<file path="src/rtl/memarb_pkg.sv">
// ---------------------------------------------------------------------------
// memarb_pkg
// Shared types and constants for the memory / lock arbiter.
//   C_DEFAULT     : default number of requesting cores (2..8)
//   NLOCK_DEFAULT : default number of lock slots (addressed by a 4-bit index)
//   OWNER_W       : width of a core index (owner field, round-robin pointer)
//   lock_slot_t   : per-slot record {busy, owner}
//   onehot_to_idx : one-hot grant vector -> core index
//   rr_next       : round-robin pointer advance with wrap at n
// ---------------------------------------------------------------------------
package memarb_pkg;

    localparam int C_DEFAULT     = 8;
    localparam int NLOCK_DEFAULT = 16;
    localparam int OWNER_W       = 3;
    localparam int LOCK_ADR_W    = 4;
    localparam int DATA_W        = 16;

    typedef struct packed {
        logic               busy;
        logic [OWNER_W-1:0] owner;
    } lock_slot_t;

    // Grant vectors are one-hot, so OR-ing the indices of set bits is exact.
    function automatic logic [OWNER_W-1:0] onehot_to_idx(input logic [7:0] onehot);
        logic [OWNER_W-1:0] idx;
        idx = '0;
        for (int i = 0; i < 8; i++) begin
            if (onehot[i]) begin
                idx = idx | OWNER_W'(i);
            end
        end
        return idx;
    endfunction

    // Pointer names the core with highest priority on the next round.
    function automatic logic [OWNER_W-1:0] rr_next(input logic [OWNER_W-1:0] idx, input int n);
        logic [OWNER_W-1:0] nxt;
        if (int'(idx) == n - 1) begin
            nxt = '0;
        end else begin
            nxt = idx + 1'b1;
        end
        return nxt;
    endfunction

endpackage

</file>
<file path="src/rtl/mem_lock_arbiter_if.sv">
// ---------------------------------------------------------------------------
// mem_lock_arbiter_if
// Bundles the per-core request side and the memory / ack side of the arbiter.
//   master : core side, drives requests, addresses, data, lock operations
//   slave  : arbiter side, drives grant/ack pulses and the memory bus
// Signals:
//   main_mem_read_request / main_mem_write_request [C]   per-core requests
//   main_mem_read_adr / main_mem_write_adr / _dat [C][16] per-core adr/data
//   lock_adr [C][4], lock_en [C], unlock_en [C]           lock operations
//   main_mem_ac [C], lock_ac [C]                          one-hot ack pulses
//   mem_adr, mem_wdat [16], mem_we, mem_re                towards memory
//   lock_err                                              sticky non-owner unlock
// ---------------------------------------------------------------------------
interface mem_lock_arbiter_if
    import memarb_pkg::*;
#(
    parameter int C = C_DEFAULT
);

    logic [C-1:0]                 main_mem_read_request;
    logic [C-1:0]                 main_mem_write_request;
    logic [C-1:0][DATA_W-1:0]     main_mem_read_adr;
    logic [C-1:0][DATA_W-1:0]     main_mem_write_adr;
    logic [C-1:0][DATA_W-1:0]     main_mem_write_dat;
    logic [C-1:0][LOCK_ADR_W-1:0] lock_adr;
    logic [C-1:0]                 lock_en;
    logic [C-1:0]                 unlock_en;

    logic [C-1:0]                 main_mem_ac;
    logic [C-1:0]                 lock_ac;
    logic [DATA_W-1:0]            mem_adr;
    logic [DATA_W-1:0]            mem_wdat;
    logic                         mem_we;
    logic                         mem_re;
    logic                         lock_err;

    modport master (
        output main_mem_read_request, main_mem_write_request,
        output main_mem_read_adr, main_mem_write_adr, main_mem_write_dat,
        output lock_adr, lock_en, unlock_en,
        input  main_mem_ac, lock_ac, mem_adr, mem_wdat, mem_we, mem_re, lock_err
    );

    modport slave (
        input  main_mem_read_request, main_mem_write_request,
        input  main_mem_read_adr, main_mem_write_adr, main_mem_write_dat,
        input  lock_adr, lock_en, unlock_en,
        output main_mem_ac, lock_ac, mem_adr, mem_wdat, mem_we, mem_re, lock_err
    );

endinterface

</file>
<file path="src/rtl/rr_picker.sv">
// ---------------------------------------------------------------------------
// rr_picker
// Combinational round-robin selector.
//   req   [N]  : request vector
//   ptr   [PW] : index of the highest-priority requester this round
//   grant [N]  : one-hot grant (zero when nothing requests)
//   valid      : any request granted
// ---------------------------------------------------------------------------
module rr_picker
    import memarb_pkg::*;
#(
    parameter int N  = C_DEFAULT,
    parameter int PW = OWNER_W
) (
    input  logic [N-1:0]  req,
    input  logic [PW-1:0] ptr,
    output logic [N-1:0]  grant,
    output logic          valid
);

    // Two passes: first the requesters at or above the pointer, then the
    // wrapped-around ones below it.
    always_comb begin
        grant = '0;
        valid = 1'b0;
        for (int i = 0; i < N; i++) begin
            if (!valid && req[i] && (i >= int'(ptr))) begin
                grant[i] = 1'b1;
                valid    = 1'b1;
            end
        end
        for (int i = 0; i < N; i++) begin
            if (!valid && req[i]) begin
                grant[i] = 1'b1;
                valid    = 1'b1;
            end
        end
    end

endmodule

</file>
<file path="src/rtl/mem_lock_arbiter.sv">
// ---------------------------------------------------------------------------
// mem_lock_arbiter
// Round-robin arbiter for C cores sharing one main-memory port, plus an
// independent round-robin lock manager with NLOCK slots.
// Ports:
//   clk      : clock, all state on posedge
//   reset_n  : asynchronous active-low reset
//   bus      : mem_lock_arbiter_if.slave (requests in, grants/memory bus out)
// Build option:
//   MEMARB_LOCK_EN defined   -> full lock manager (busy/owner per slot,
//                               blocked locks wait, lock_err on foreign unlock)
//   MEMARB_LOCK_EN undefined -> every lock/unlock is simply acked round-robin,
//                               no slot state, lock_err tied low
// ---------------------------------------------------------------------------
module mem_lock_arbiter
    import memarb_pkg::*;
#(
    parameter int C     = C_DEFAULT,
    parameter int NLOCK = NLOCK_DEFAULT
) (
    input  logic              clk,
    input  logic              reset_n,
    mem_lock_arbiter_if.slave bus
);

    genvar gi;

    if (C < 2 || C > 8 || NLOCK < 1 || NLOCK > 16) begin : g_param_check
        $error("mem_lock_arbiter: C must be 2..8 and NLOCK 1..16");
    end

    // ------------------------------------------------------------------
    // Memory arbitration
    // ------------------------------------------------------------------
    logic [C-1:0]        mem_req;
    logic [C-1:0]        mem_grant;
    logic                mem_valid;
    logic [OWNER_W-1:0]  mem_idx;
    logic                mem_sel_write;
    logic [OWNER_W-1:0]  mem_ptr_reg;
    logic [C-1:0]        main_mem_ac_reg;
    logic [DATA_W-1:0]   mem_adr_reg;
    logic [DATA_W-1:0]   mem_wdat_reg;
    logic                mem_we_reg;
    logic                mem_re_reg;

    assign mem_req = bus.main_mem_read_request | bus.main_mem_write_request;

    rr_picker #(.N(C), .PW(OWNER_W)) u_mem_rr (
        .req   (mem_req),
        .ptr   (mem_ptr_reg),
        .grant (mem_grant),
        .valid (mem_valid)
    );

    assign mem_idx       = onehot_to_idx(8'(mem_grant));
    // A core holding both requests gets its write served first; the read
    // stays asserted and wins a later round.
    assign mem_sel_write = bus.main_mem_write_request[mem_idx];

    always_ff @(posedge clk or negedge reset_n) begin
        if (!reset_n) begin
            mem_ptr_reg     <= '0;
            main_mem_ac_reg <= '0;
            mem_adr_reg     <= '0;
            mem_wdat_reg    <= '0;
            mem_we_reg      <= 1'b0;
            mem_re_reg      <= 1'b0;
        end else begin
            main_mem_ac_reg <= mem_grant;
            mem_we_reg      <= mem_valid && mem_sel_write;
            mem_re_reg      <= mem_valid && !mem_sel_write;
            if (mem_valid) begin
                mem_ptr_reg  <= rr_next(mem_idx, C);
                mem_adr_reg  <= mem_sel_write ? bus.main_mem_write_adr[mem_idx]
                                              : bus.main_mem_read_adr[mem_idx];
                mem_wdat_reg <= bus.main_mem_write_dat[mem_idx];
            end else begin
                mem_adr_reg  <= '0;
                mem_wdat_reg <= '0;
            end
        end
    end

    assign bus.main_mem_ac = main_mem_ac_reg;
    assign bus.mem_adr     = mem_adr_reg;
    assign bus.mem_wdat    = mem_wdat_reg;
    assign bus.mem_we      = mem_we_reg;
    assign bus.mem_re      = mem_re_reg;

    // ------------------------------------------------------------------
    // Lock arbitration
    // ------------------------------------------------------------------
    logic [C-1:0]        lock_req;
    logic [C-1:0]        lock_grant;
    logic                lock_valid;
    logic [OWNER_W-1:0]  lock_idx;
    logic [OWNER_W-1:0]  lock_ptr_reg;
    logic [C-1:0]        lock_ac_reg;

`ifdef MEMARB_LOCK_EN
    lock_slot_t              slot_reg [NLOCK];
    logic                    lock_err_reg;
    logic [LOCK_ADR_W-1:0]   lock_sel_adr;

    assign lock_sel_adr = bus.lock_adr[lock_idx];
`endif

    // A lock on a busy slot is not offered to the picker, so it waits without
    // blocking other cores. Busy is read from the register, so a slot freed by
    // an unlock becomes lockable only on the following edge.
    for (gi = 0; gi < C; gi++) begin : g_lock_req
`ifdef MEMARB_LOCK_EN
        assign lock_req[gi] = bus.unlock_en[gi]
                            | (bus.lock_en[gi] & ~slot_reg[bus.lock_adr[gi]].busy);
`else
        assign lock_req[gi] = bus.lock_en[gi] | bus.unlock_en[gi];
`endif
    end

    rr_picker #(.N(C), .PW(OWNER_W)) u_lock_rr (
        .req   (lock_req),
        .ptr   (lock_ptr_reg),
        .grant (lock_grant),
        .valid (lock_valid)
    );

    assign lock_idx = onehot_to_idx(8'(lock_grant));

    always_ff @(posedge clk or negedge reset_n) begin
        if (!reset_n) begin
            lock_ptr_reg <= '0;
            lock_ac_reg  <= '0;
`ifdef MEMARB_LOCK_EN
            lock_err_reg <= 1'b0;
            for (int s = 0; s < NLOCK; s++) begin
                slot_reg[s] <= '0;
            end
`endif
        end else begin
            lock_ac_reg <= lock_grant;
            if (lock_valid) begin
                lock_ptr_reg <= rr_next(lock_idx, C);
`ifdef MEMARB_LOCK_EN
                // unlock_en wins when both are raised; unlocking a slot that
                // is free or owned by someone else is acked but flagged.
                if (bus.unlock_en[lock_idx]) begin
                    if (slot_reg[lock_sel_adr].busy &&
                        (slot_reg[lock_sel_adr].owner == lock_idx)) begin
                        slot_reg[lock_sel_adr].busy <= 1'b0;
                    end else begin
                        lock_err_reg <= 1'b1;
                    end
                end else begin
                    slot_reg[lock_sel_adr] <= lock_slot_t'{busy: 1'b1, owner: lock_idx};
                end
`endif
            end
        end
    end

    assign bus.lock_ac = lock_ac_reg;
`ifdef MEMARB_LOCK_EN
    assign bus.lock_err = lock_err_reg;
`else
    assign bus.lock_err = 1'b0;
`endif

endmodule
</file>
<file path="src/flat_wrapper.sv">
// flat-port wrapper written by rule: the top's interface ports become plain ports
module mem_lock_arbiter_flat import memarb_pkg::*;
#(
    parameter int C     = C_DEFAULT,
    parameter int NLOCK = NLOCK_DEFAULT
)
  (clk, reset_n, bus_main_mem_read_request, bus_main_mem_write_request, bus_main_mem_read_adr, bus_main_mem_write_adr, bus_main_mem_write_dat, bus_lock_adr, bus_lock_en, bus_unlock_en, bus_main_mem_ac, bus_lock_ac, bus_mem_adr, bus_mem_wdat, bus_mem_we, bus_mem_re, bus_lock_err);
  mem_lock_arbiter_if #(.C(C)) bus_i ();
  input  logic clk;
  input  logic reset_n;
  input wire logic [$bits(bus_i.main_mem_read_request)-1:0] bus_main_mem_read_request;
  input wire logic [$bits(bus_i.main_mem_write_request)-1:0] bus_main_mem_write_request;
  input wire logic [$bits(bus_i.main_mem_read_adr)-1:0] bus_main_mem_read_adr;
  input wire logic [$bits(bus_i.main_mem_write_adr)-1:0] bus_main_mem_write_adr;
  input wire logic [$bits(bus_i.main_mem_write_dat)-1:0] bus_main_mem_write_dat;
  input wire logic [$bits(bus_i.lock_adr)-1:0] bus_lock_adr;
  input wire logic [$bits(bus_i.lock_en)-1:0] bus_lock_en;
  input wire logic [$bits(bus_i.unlock_en)-1:0] bus_unlock_en;
  output wire logic [$bits(bus_i.main_mem_ac)-1:0] bus_main_mem_ac;
  output wire logic [$bits(bus_i.lock_ac)-1:0] bus_lock_ac;
  output wire logic [$bits(bus_i.mem_adr)-1:0] bus_mem_adr;
  output wire logic [$bits(bus_i.mem_wdat)-1:0] bus_mem_wdat;
  output wire logic [$bits(bus_i.mem_we)-1:0] bus_mem_we;
  output wire logic [$bits(bus_i.mem_re)-1:0] bus_mem_re;
  output wire logic [$bits(bus_i.lock_err)-1:0] bus_lock_err;
  assign bus_i.main_mem_read_request = bus_main_mem_read_request;
  assign bus_i.main_mem_write_request = bus_main_mem_write_request;
  assign bus_i.main_mem_read_adr = bus_main_mem_read_adr;
  assign bus_i.main_mem_write_adr = bus_main_mem_write_adr;
  assign bus_i.main_mem_write_dat = bus_main_mem_write_dat;
  assign bus_i.lock_adr = bus_lock_adr;
  assign bus_i.lock_en = bus_lock_en;
  assign bus_i.unlock_en = bus_unlock_en;
  assign bus_main_mem_ac = bus_i.main_mem_ac;
  assign bus_lock_ac = bus_i.lock_ac;
  assign bus_mem_adr = bus_i.mem_adr;
  assign bus_mem_wdat = bus_i.mem_wdat;
  assign bus_mem_we = bus_i.mem_we;
  assign bus_mem_re = bus_i.mem_re;
  assign bus_lock_err = bus_i.lock_err;
  mem_lock_arbiter #(.C(C), .NLOCK(NLOCK)) u_core (.clk(clk), .reset_n(reset_n), .bus(bus_i));
endmodule
</file>
<file path="config.mk">
export PLATFORM = sky130hd
export DESIGN_NAME = mem_lock_arbiter_flat
export DESIGN_NICKNAME = d
export VERILOG_FILES = /design/src/rtl/memarb_pkg.sv /design/src/rtl/mem_lock_arbiter_if.sv /design/src/rtl/rr_picker.sv /design/src/rtl/mem_lock_arbiter.sv /design/src/flat_wrapper.sv
export SDC_FILE = /design/constraint.sdc
export NUM_CORES = 1
export LEC_CHECK = 0
export CAP_MARGIN = 10
export CORE_AREA = 2 2 195 197
export CTS_BUF_LIST = sky130_fd_sc_hd__clkbuf_4 sky130_fd_sc_hd__clkbuf_8
export DETAILED_ROUTE_END_ITERATION = 8
export DIE_AREA = 0 0 197 199
export PLACE_DENSITY = 0.57
export SYNTH_ARGS = -nofsm -noshare
export SYNTH_HDL_FRONTEND = slang
export SYNTH_SLANG_ARGS = --single-unit
export TNS_END_PERCENT = 1
</file>
<file path="constraint.sdc">
create_clock -name clk -period 9.2 [get_ports clk]
set_clock_uncertainty 0.15 [all_clocks]
set_input_delay 1.84 -clock clk [delete_from_list [all_inputs] [get_ports clk]]
set_output_delay 1.84 -clock clk [all_outputs]
set_load 0.01 [all_outputs]
</file>
==> summary.txt, run 1 <==
Critical path
  – Setup slack, reg-to-reg: 4.56 ns
  – CP Launch Type: input port
  – Slowest stage delay, CP: 0.81 ns
  – Data required, critical path: 9.28 ns
  – Worst path top cell family by delay: buffers and inverters
  – Slowest CP cell: a221oi_1
  – Worst Setup End Kind: register
  – Buffer and inverter count on the worst path: 4
  – Critical path peak fanout: 43
  – CP Class: input port to register
  – Crit-path cells: clkdlybuf4s50_1 -> or2_4 -> a21oi_1 -> o21a_1 -> nand2_2 -> clkinv_2 -> buf_4 -> buf_4 -> mux2i_1 -> o22ai_1 -> a221oi_1 -> mux2i_1
  – Arr. time, crit path: 6.17 ns

Timing
  – Unrepaired setup endpoints after global routing: false
  – Fin Hold WS: 0.5182 ns
  – Final Hold Fails: 0
  – Final worst path period share: 0.6629
  – Tightest Pin Transition: 1.141 ns
  – Setup TNS: 0 ns
  – Max Clock Freq: 0.1640 GHz
  – Final min period: 6.098 ns
  – Setup violators final: 0
  – Slew headroom: 0.2365
  – Slew Viols, Final: 0

Floorplanning
  – Die Y: 199 µm
  – Core Footprint: 37130 µm²
  – Row count: 71
  – Initial Utilization: 0.1686
  – Die ar.: 39200 µm²
  – IO Pins: 501
  – Die Width: 197 µm

Synthesis
  – Synth Flop Type: dfrtp_1
  – Distinct cells, synth: 66
  – Mean post-synth cell area: 7.108 µm²
  – Area of the mapped netlist: 6262 µm²
  – #FFs+latches synth: 56
  – Sequential area share after synthesis: 0.2238
  – Cells after Synth: 881
  – Net Count, Synth: 1335
  – Number of synthesized flops with an enable pin: 0
  – Synth warnings: 0
  – FFs w/ async S/R, synth: 1.000

Routing
  – Avg WL per Cell: 22.63 µm
  – Total iterations of the first detailed-routing run: 5
  – Initial DRC Count: 634
  – Via count of the routed design: 9010
  – Antenna Violating Nets Remaining: 0
  – Total Routed Length: 39980 µm
  – Via density: 5.099
  – DRC Markers: 0

Min path
  – HP Class: register to register

Clock tree
  – Clock sinks: 56
  – Post-CTS setup buffers: 0
  – Htree depth: 2
  – Longest Clk Path Bufs: 2
  – Post-CTS sizing: 0
  – Clk Latency, worst-skew pair: 0.35 ns
  – CTS tree: done
  – Total CTS buffers: 5
  – Root Buffer: clkbuf_8
  – CTS Hold Buffers Added: 0
  – Clock transition at the registers of the reported paths: 0.14 ns

Power
  – Peak supply drop: 0.2677 mV
  – Pwr Density: 294.5 nW/µm²
  – Total Power: 3.381 mW
  – LEAKAGE: 4.201 nW

Job
  – Max Cap Viol: 0

Global route
  – Initial antenna violation count: 0
  – GRT overflow: 0
  – GRT Util Overall: 0.1918
  – Pin count of the biggest net entering global routing: 72
  – Number of global-route vias before repair: 8738
  – First-pass GRT wire length: 55980 µm

Cells and area
  – Layout cell share with drive strength beyond 1: 0.07657
  – Nets@finish: 1746
  – Syn-to-layout area delta: 83.36%
  – Most frequent cells in the layout: clkdlybuf4s50_1, o21ai_0, nand2_1, nand3_1, a21oi_1
  – Most common cell after layout, fill and taps aside: clkdlybuf4s50_1
  – Ant diodes: 0

Run status
  – Status: completed

Placed design
  – Hpwl dp: 30310 µm
  – IO buf count: 467
  – Routability cong.: 0.8835
-- worst min-delay path, delay by kind of cell (launching register included) --
family	cells	cell delay [ns]
AO/OA/AOI/OAI	1	0.06
AND/OR/NAND/NOR	1	0.09
flip-flops	1	0.49
-- worst paths after layout --
path | endpoint | startpoint | cells after the start
min in group asynchronous | u_core.bus.mem_wdat[7] | reset_n | 1
setup / recovery | u_core.bus.mem_adr[2] | bus_main_mem_write_request[0] | 12
max in group asynchronous | u_core.bus.mem_adr[10] | reset_n | 1
hold reg to reg | u_core.mem_ptr_reg[0] | u_core.mem_ptr_reg[0] | 2
setup reg to reg | u_core.bus.mem_adr[15] | u_core.mem_ptr_reg[2] | 12
hold / removal | u_core.mem_ptr_reg[0] | u_core.mem_ptr_reg[0] | 2
-- metrics by stage --
step,util,area (µm²),instances,setup slack [ns]
floorplan,-,6262,881,4.750
global placement,0.3068,11390,1759,2.519
detailed placement,0.3068,11390,1759,2.469
CTS,0.3092,11480,1767,2.901
global route,0.3092,11480,1767,2.787
finish,0.3092,11480,1767,3.102
-- cell type report --
type                            count  area (µm²)
Timing Repair Buffer              491        4852
Tap cell                          474       593.1
Fill cell                        4042       25650
Inverter                            8       36.28
Multi-Input combinational cell    730        4508
Clock inverter                      3       22.52
Sequential cell                    56        1401
Clock buffer                        5       68.82
-- Yosys cell counts, types with 10 or more instances --
master	n	area (µm²)
o21ai_0	117	585.6
nand2_1	95	356.6
nand3_1	90	450.4
a21oi_1	75	375.4
dfrtp_1	56	1401
clkbuf_1	55	206.5
nor3_1	55	275.3
a221oi_1	44	385.4
mux2i_1	43	430.4
nor2_1	43	161.4
nand4_1	18	112.6
mux2_2	17	191.4
a2111oi_0	16	140.1
a31o_2	16	140.1
buf_2	15	75.07
o22ai_1	12	75.07
buf_1	10	37.54
-- power breakdown --
group          total [mW]  leakage [nW]  switching (mW)  internal (mW)
Sequential          0.438         0.697          0.0642          0.374
Clock               0.168        0.0485           0.112         0.0554
Combinational        2.78          3.45            1.67           1.10
-- logic make-up after synthesis --
kind of cell	share of synthesized area
buffers and inverters	0.06753
adders and majority gates	0.007992
and+or+nand+nor	0.2581
AOI/OAI and AO/OA	0.3427
other	0.0005988
muxes	0.09930
DFF	0.2238
-- routing by layer --
metal	part of all wire	up-vias	global-route usage
met4	0.021	0	0.04957
met3	0.083	58	0.04408
met2	0.48	489	0.3310
met5	0	-	0
li1	-	4203	-
met1	0.41	4260	0.2403
Power figures use the tool's default switching activity.
==> inputs of run 2 (changes only) <==
Settings changed: CORE_AREA 2 2 195 197 to 2 2 194 196, DIE_AREA 0 0 197 199 to 0 0 196 198.
Clock period 9.2 ns to 6.4 ns, I/O delays scaled along.
==> run 2 against run 1 <==
  * Non-clock buffer count is 10 higher
  * Worst hold slack worse by 0.00087 ns
  * Sequential cell count stayed put
  * Via count hardly changed
  * Clock power is 65% higher
  * First-iteration DRC count is 20% higher
  * Design area is 1.1% higher
  * Register-to-register slack worse by 2.5 ns
  * Critical endpoint is now u_core.bus.mem_adr[0]
  * Largest cell class unchanged
  * Global-route usage is 0.093 points higher
==> summary.txt, run 2 (synthesized netlist as in run 1, its figures left out) <==
Clock tree
  – Longest Clk Path Bufs: 2 (unchanged)
  – Clock transition at the registers of the reported paths: 0.14 ns (about the same)
  – Post-CTS setup buffers: 0 (unchanged)
  – Htree depth: 2 (unchanged)
  – Post-CTS sizing: 0 (unchanged)
  – Root Buffer: clkbuf_8
  – Total CTS buffers: 5 (unchanged)
  – CTS Hold Buffers Added: 0 (unchanged)
  – CTS tree: done
  – Clk Latency, worst-skew pair: 0.34 ns (about the same)
  – Clock sinks: 56 (unchanged)

Placed design
  – Hpwl dp: 30580 µm (+0.89%)
  – IO buf count: 467 (unchanged)
  – Area post-placement: 11490 µm² (+0.91%)
  – Placed Instances: 1769 (+0.57%)
  – Routability cong.: 0.9172 (+3.8%)

Cells and area
  – Nets@finish: 1756 (+0.57%)
  – Fill count: 3940 (-2.5%)
  – Syn-to-layout area delta: 85.39%
  – Layout cell share with drive strength beyond 1: 0.08365 (+0.007087)
  – Non-Filler Instances: 1777 (+0.57%)
  – Final core utilization: 0.3142 (+0.004940)
  – Most common cell after layout, fill and taps aside: clkdlybuf4s50_1
  – Ant diodes: 0 (unchanged)
  – Fin area: 11610 µm² (+1.1%)
  – Most frequent cells in the layout: clkdlybuf4s50_1, o21ai_0, nand2_1, nand3_1, a21oi_1

Critical path
  – CP Class: input port to register
  – Worst Setup End Kind: register
  – Setup slack, reg-to-reg: 2.02 ns (-2.54 ns)
  – Data required, critical path: 6.48 ns (-2.80 ns)
  – Arr. time, crit path: 5.19 ns (-0.98 ns)
  – Worst r2r src: u_core.mem_ptr_reg[2]
  – CP Launch Type: input port
  – Critical path peak fanout: 44 (+2.3%)
  – Worst R2R Path Depth: 11 (-1)
  – FF-to-FF End: u_core.bus.mem_adr[0]

Routing
  – Initial DRC Count: 763 (+20%)
  – Total Routed Length: 39370 µm (-1.5%)
  – DRC Markers: 0 (unchanged)
  – Avg WL per Cell: 22.15 µm (-2.1%)
  – Antenna Violating Nets Remaining: 0 (unchanged)
  – Via density: 5.075 (-0.46%)
  – Via count of the routed design: 9019 (+0.10%)
  – Total iterations of the first detailed-routing run: 7 (+2)

Timing
  – Slew headroom: 0.2329 (-0.003658)
  – Setup violators final: 0 (unchanged)
  – Final Hold Fails: 0 (unchanged)
  – Fin Hold WS: 0.5173 ns (-0.0008660 ns)
  – Final min period: 5.117 ns
  – Final worst path period share: 0.7996
  – Setup TNS: 0 ns (unchanged)
  – Slew Viols, Final: 0 (unchanged)
  – Max Clock Freq: 0.1954 GHz
  – Unrepaired setup endpoints after global routing: false
  – Tightest Pin Transition: 1.151 ns (+0.009527 ns)

Min path
  – Hold EP: u_core.mem_ptr_reg[0]
  – HP Class: register to register
  – Hold path depth: 2 (unchanged)
  – Critical hold path startpoint: u_core.mem_ptr_reg[0]

Floorplanning
  – Die Width: 196 µm (-0.51%)
  – Initial Utilization: 0.1695 (+0.0008108)
  – IO Pins: 501 (unchanged)
  – Core Footprint: 36960 µm² (-0.48%)
  – Die ar.: 38810 µm² (-1.0%)
  – Row count: 71 (unchanged)
  – Die Y: 198 µm (-0.50%)

Global route
  – First-pass GRT wire length: 56490 µm (+0.91%)
  – Pin count of the biggest net entering global routing: 71 (-1.4%)
  – GRT overflow: 0 (unchanged)
  – Initial antenna violation count: 0 (unchanged)
  – Number of global-route vias before repair: 9057 (+3.7%)
  – GRT Util Overall: 0.1928 (+0.0009282)

Job
  – Max Cap Viol: 0 (unchanged)

Power
  – Peak supply drop: 0.2560 mV (-4.4%)
  – LEAKAGE: 4.268 nW (+1.6%)
  – Pwr Density: 428.9 nW/µm² (+46%)

Run status
  – Status: completed
run 2: cell types whose count changed in the layout (fill, tap and decap cells not counted):
cell,delta
clkinv_4,-1
o31ai_4,+1
buf_4,+9
a2111oi_0,+2
buf_12,+1
o31ai_2,-1
clkinv_2,-1
a221o_4,+1
bufinv_16,+1
a2111oi_1,-2
clkbuf_4,+1
a221o_2,-1
run 2: metal layers:
| metal | vias up | wire [µm] | part of all wire | GRT usage |
|---|---|---|---|---|
| li1 | 4219 | - | - | - |
| met1 | 4292 | 16370 | 0.42 | 0.2438 |
| met2 | 446 | 19200 | 0.49 | 0.3331 |
| met3 | 62 | 2762 | 0.070 | 0.03764 |
| met4 | 0 | 1030 | 0.026 | 0.05415 |
| met5 | - | 0 | 0 | 0 |
run 2: cell type report:
class / instances / area, µm² / area share
Tap cell: 474 / 593.1 / 0.05108
Clock inverter: 2 / 38.79 / 0.003341
Multi-Input combinational cell: 730 / 4524 / 0.3897
Inverter: 8 / 36.28 / 0.003125
Sequential cell: 56 / 1401 / 0.1207
Timing Repair Buffer: 501 / 4940 / 0.4255
Clock buffer: 6 / 76.32 / 0.006574
run 2: through the flow:
stage          power [mW]  worst slack [ns]
2_1_floorplan       2.987             2.510
3_3_place_gp        4.729            0.8506
3_5_place_dp        4.747            0.7984
4_1_cts             5.053             1.189
5_1_grt             5.399            0.9896
6_report            4.980             1.283
run 2: how the worst max path moves through the flow:
stage          slack (ns)                           from               endpoint
3_3_place_gp         0.85  bus_main_mem_write_request[2]  u_core.bus.mem_adr[8]
5_1_grt              0.99  bus_main_mem_write_request[0]  u_core.bus.mem_adr[6]
2_1_floorplan        2.51  bus_main_mem_write_request[2]  u_core.mem_ptr_reg[2]
4_1_cts              1.19  bus_main_mem_write_request[0]  u_core.bus.mem_adr[6]
6_report             1.28  bus_main_mem_write_request[0]  u_core.bus.mem_adr[0]
3_5_place_dp         0.80  bus_main_mem_write_request[0]  u_core.bus.mem_adr[6]
run 2: where the power goes:
| group | internal, mW | switching [mW] | leakage [nW] | total (mW) |
|---|---|---|---|---|
| clock | 0.123 | 0.153 | 0.0592 | 0.277 |
| combinational | 1.66 | 2.41 | 3.51 | 4.07 |
| sequential | 0.538 | 0.0940 | 0.697 | 0.632 |
| total | 2.33 | 2.65 | 4.27 | 4.98 |
run 2: worst max-delay path: stages:
cell             delay (ns)
clkdlybuf4s50_1        0.58
or2_4                  0.19
a21oi_1                0.13
o211ai_1               0.38
or2_1                  0.16
buf_4                  0.30
clkinv_4               0.34
nor2_2                 0.81
buf_4                  0.24
o22ai_1                0.13
a221oi_1               0.48
mux2i_1                0.13
==> patch: new RTL, settings of run 1 <==
Set the package constant `OWNER_W` to 4 (it was 3).
--- a/src/rtl/memarb_pkg.sv
+++ b/src/rtl/memarb_pkg.sv
@@ -13,5 +13,5 @@
     localparam int C_DEFAULT     = 8;
     localparam int NLOCK_DEFAULT = 16;
-    localparam int OWNER_W       = 3;
+    localparam int OWNER_W       = 4;
     localparam int LOCK_ADR_W    = 4;
     localparam int DATA_W        = 16;
Formal check against the unedited RTL: no difference found for any inputs over 10 cycles, from zero or initial values and one cycle with reset_n low; that may be too few to reach the edited logic, so the function may still have changed.
==> patch against run 1 <==
Utilization shrank 0.74 points; total power rose by 12%; largest cell class unchanged; final area down 2.4%; combinational power rose by 9.0%; count of clock-buffer cells in the layout up 5; synthesized area down 5.9%; critical endpoint is now u_core.bus.mem_adr[15]$_DFF_PN0_; wire length is 12% lower; sequential cell count grew 2; worst setup slack lost 320 ps.
==> patch: results (changes against run 1) <==
vias post-DR - 8473 (-6.0%)
number of multi-input logic gates - 751 (+2.9%)
Placer Congestion - 0.857 (-3.1%)
met3 usage - 3.56% (-0.85 points)
initial antenna violation count - 1 (+1)
vias in the first global route - 8328 (-4.7%)
first drt pass iteration count - 7 (+2)
Setup WS pre-CTS - 2360 ps (-112 ps)
first-pass GRT wire length - 50300 um (-10%)
Total Power - 3.79 mW (+12%)
multi-input gate share of total cell area - 36.5% (-2.7 points)
Reg-to-Reg Start - u_core.mem_ptr_reg[1]$_DFFE_PN0P_
Max Fclk - 156 MHz (-4.9%)
htree depth - 3 (+1)
Worst Path Arrival - 6480 ps (+310 ps)
clock network area share - 2.03% (+1.2 points)
M1 WL - 13800 um (-16%)
non-clk buf share - 42.9% (+0.62 points)
Syn Nets - 1348 (+0.97%)
share of layout cells above drive strength 1 - 4.71% (-2.9 points)
sequential area share after synthesis - 24.6% (+2.2 points)
non-filler cells in the finished layout - 1790 (+1.3%)
GRT Util Overall - 17.1% (-2.1 points)
placed inst area - 0.0110 mm2 (-3.6%)
met3 WL post-DR - 2740 um (-17%)
Mapped Cells - 894 (+1.5%)
CP max stage cell - o21a_1
Iter 0 DRT Violations - 563 (-11%)
met2 Resource Use GR - 30.6% (-2.5 points)
Fill cells - 4084 (+1.0%)
Worst-path clk slew - 90 ps (-50 ps)
run status - finished, final reports clean
top post-synthesis cells by area - dfrtp_1, nand2_1, nand3_1
TritonCTS Buffers - 9 (+4)
Slew HR - 34.4% (+11 points)
peak supply drop - 0.182 mV (-32%)
worst hold stages - 1 (-1)
largest net degree at the start of global routing - 93 (+29%)
hpwl dp - 27300 um (-9.9%)
synth unique cells - 64 (-3.0%)
hold path endpoint - u_core.lock_ptr_reg[2]$_DFFE_PN0P_
critical path buffer and inverter count - 3 (-1)
Hold WS - 511 ps (-7.30 ps)
CLK BUF - 10 (+5)
Leakage Power - 4.36 nW (+3.7%)
#FFs+latches synth - 58 (+3.6%)
sequential cell area share - 13.0% (+0.75 points)
r2r worst-path depth - 11 (-1)
max incr delay on CP - 840 ps (+30 ps)
synthesis-to-finish area growth - 90.1%
total wire length - 35200 um (-12%)
reg-to-reg slack, setup - 4300 ps (-260 ps)
delay-heaviest family, CP - compound AO/OA/AOI/OAI gates
buffers outside the clock class - 483 (-1.6%)
hold path start - u_core.lock_ptr_reg[2]$_DFFE_PN0P_
utilization after layout - 30.2% (-0.74 points)
Multi-input gate area - 0.00410 mm2 (-9.2%)
largest fanout on the critical path - 25 (-42%)
GR met1 Demand/Resource - 20.2% (-3.9 points)
metal2 WL - 17600 um (-8.9%)
## patch: cell types whose count changed after synthesis, sizes merged, moves of 39 or more
cell	change
nand2	+130
o21ai	-77
nor3	-51
a221oi	-41
nand3	+39
## patch: logic make-up (layout without fill, tap and decap cells)
| group | Yosys count | in the layout | share of synthesized area (%) |
|---|---|---|---|
| multiplexers | 23 | 23 | 4.80 |
| AND/OR/NAND/NOR | 481 | 481 | 36.1 |
| AO/OA/AOI/OAI | 242 | 242 | 27.1 |
| other | 1 | 1 | 0.0636 |
| adder cells (fa/ha/maj) | 4 | 4 | 0.849 |
| buffers and inverters | 85 | 507 | 6.41 |
| flip-flops | 58 | 58 | 24.6 |
## patch: where the power goes
| group | switching [mW] | leakage, nW | internal [mW] | total [mW] |
|---|---|---|---|---|
| clock network | 0.134 | 0.112 | 0.161 | 0.295 |
| logic | 1.89 | 3.53 | 1.15 | 3.03 |
| registers | 0.0654 | 0.713 | 0.393 | 0.458 |
| total | 2.09 | 4.36 | 1.70 | 3.79 |
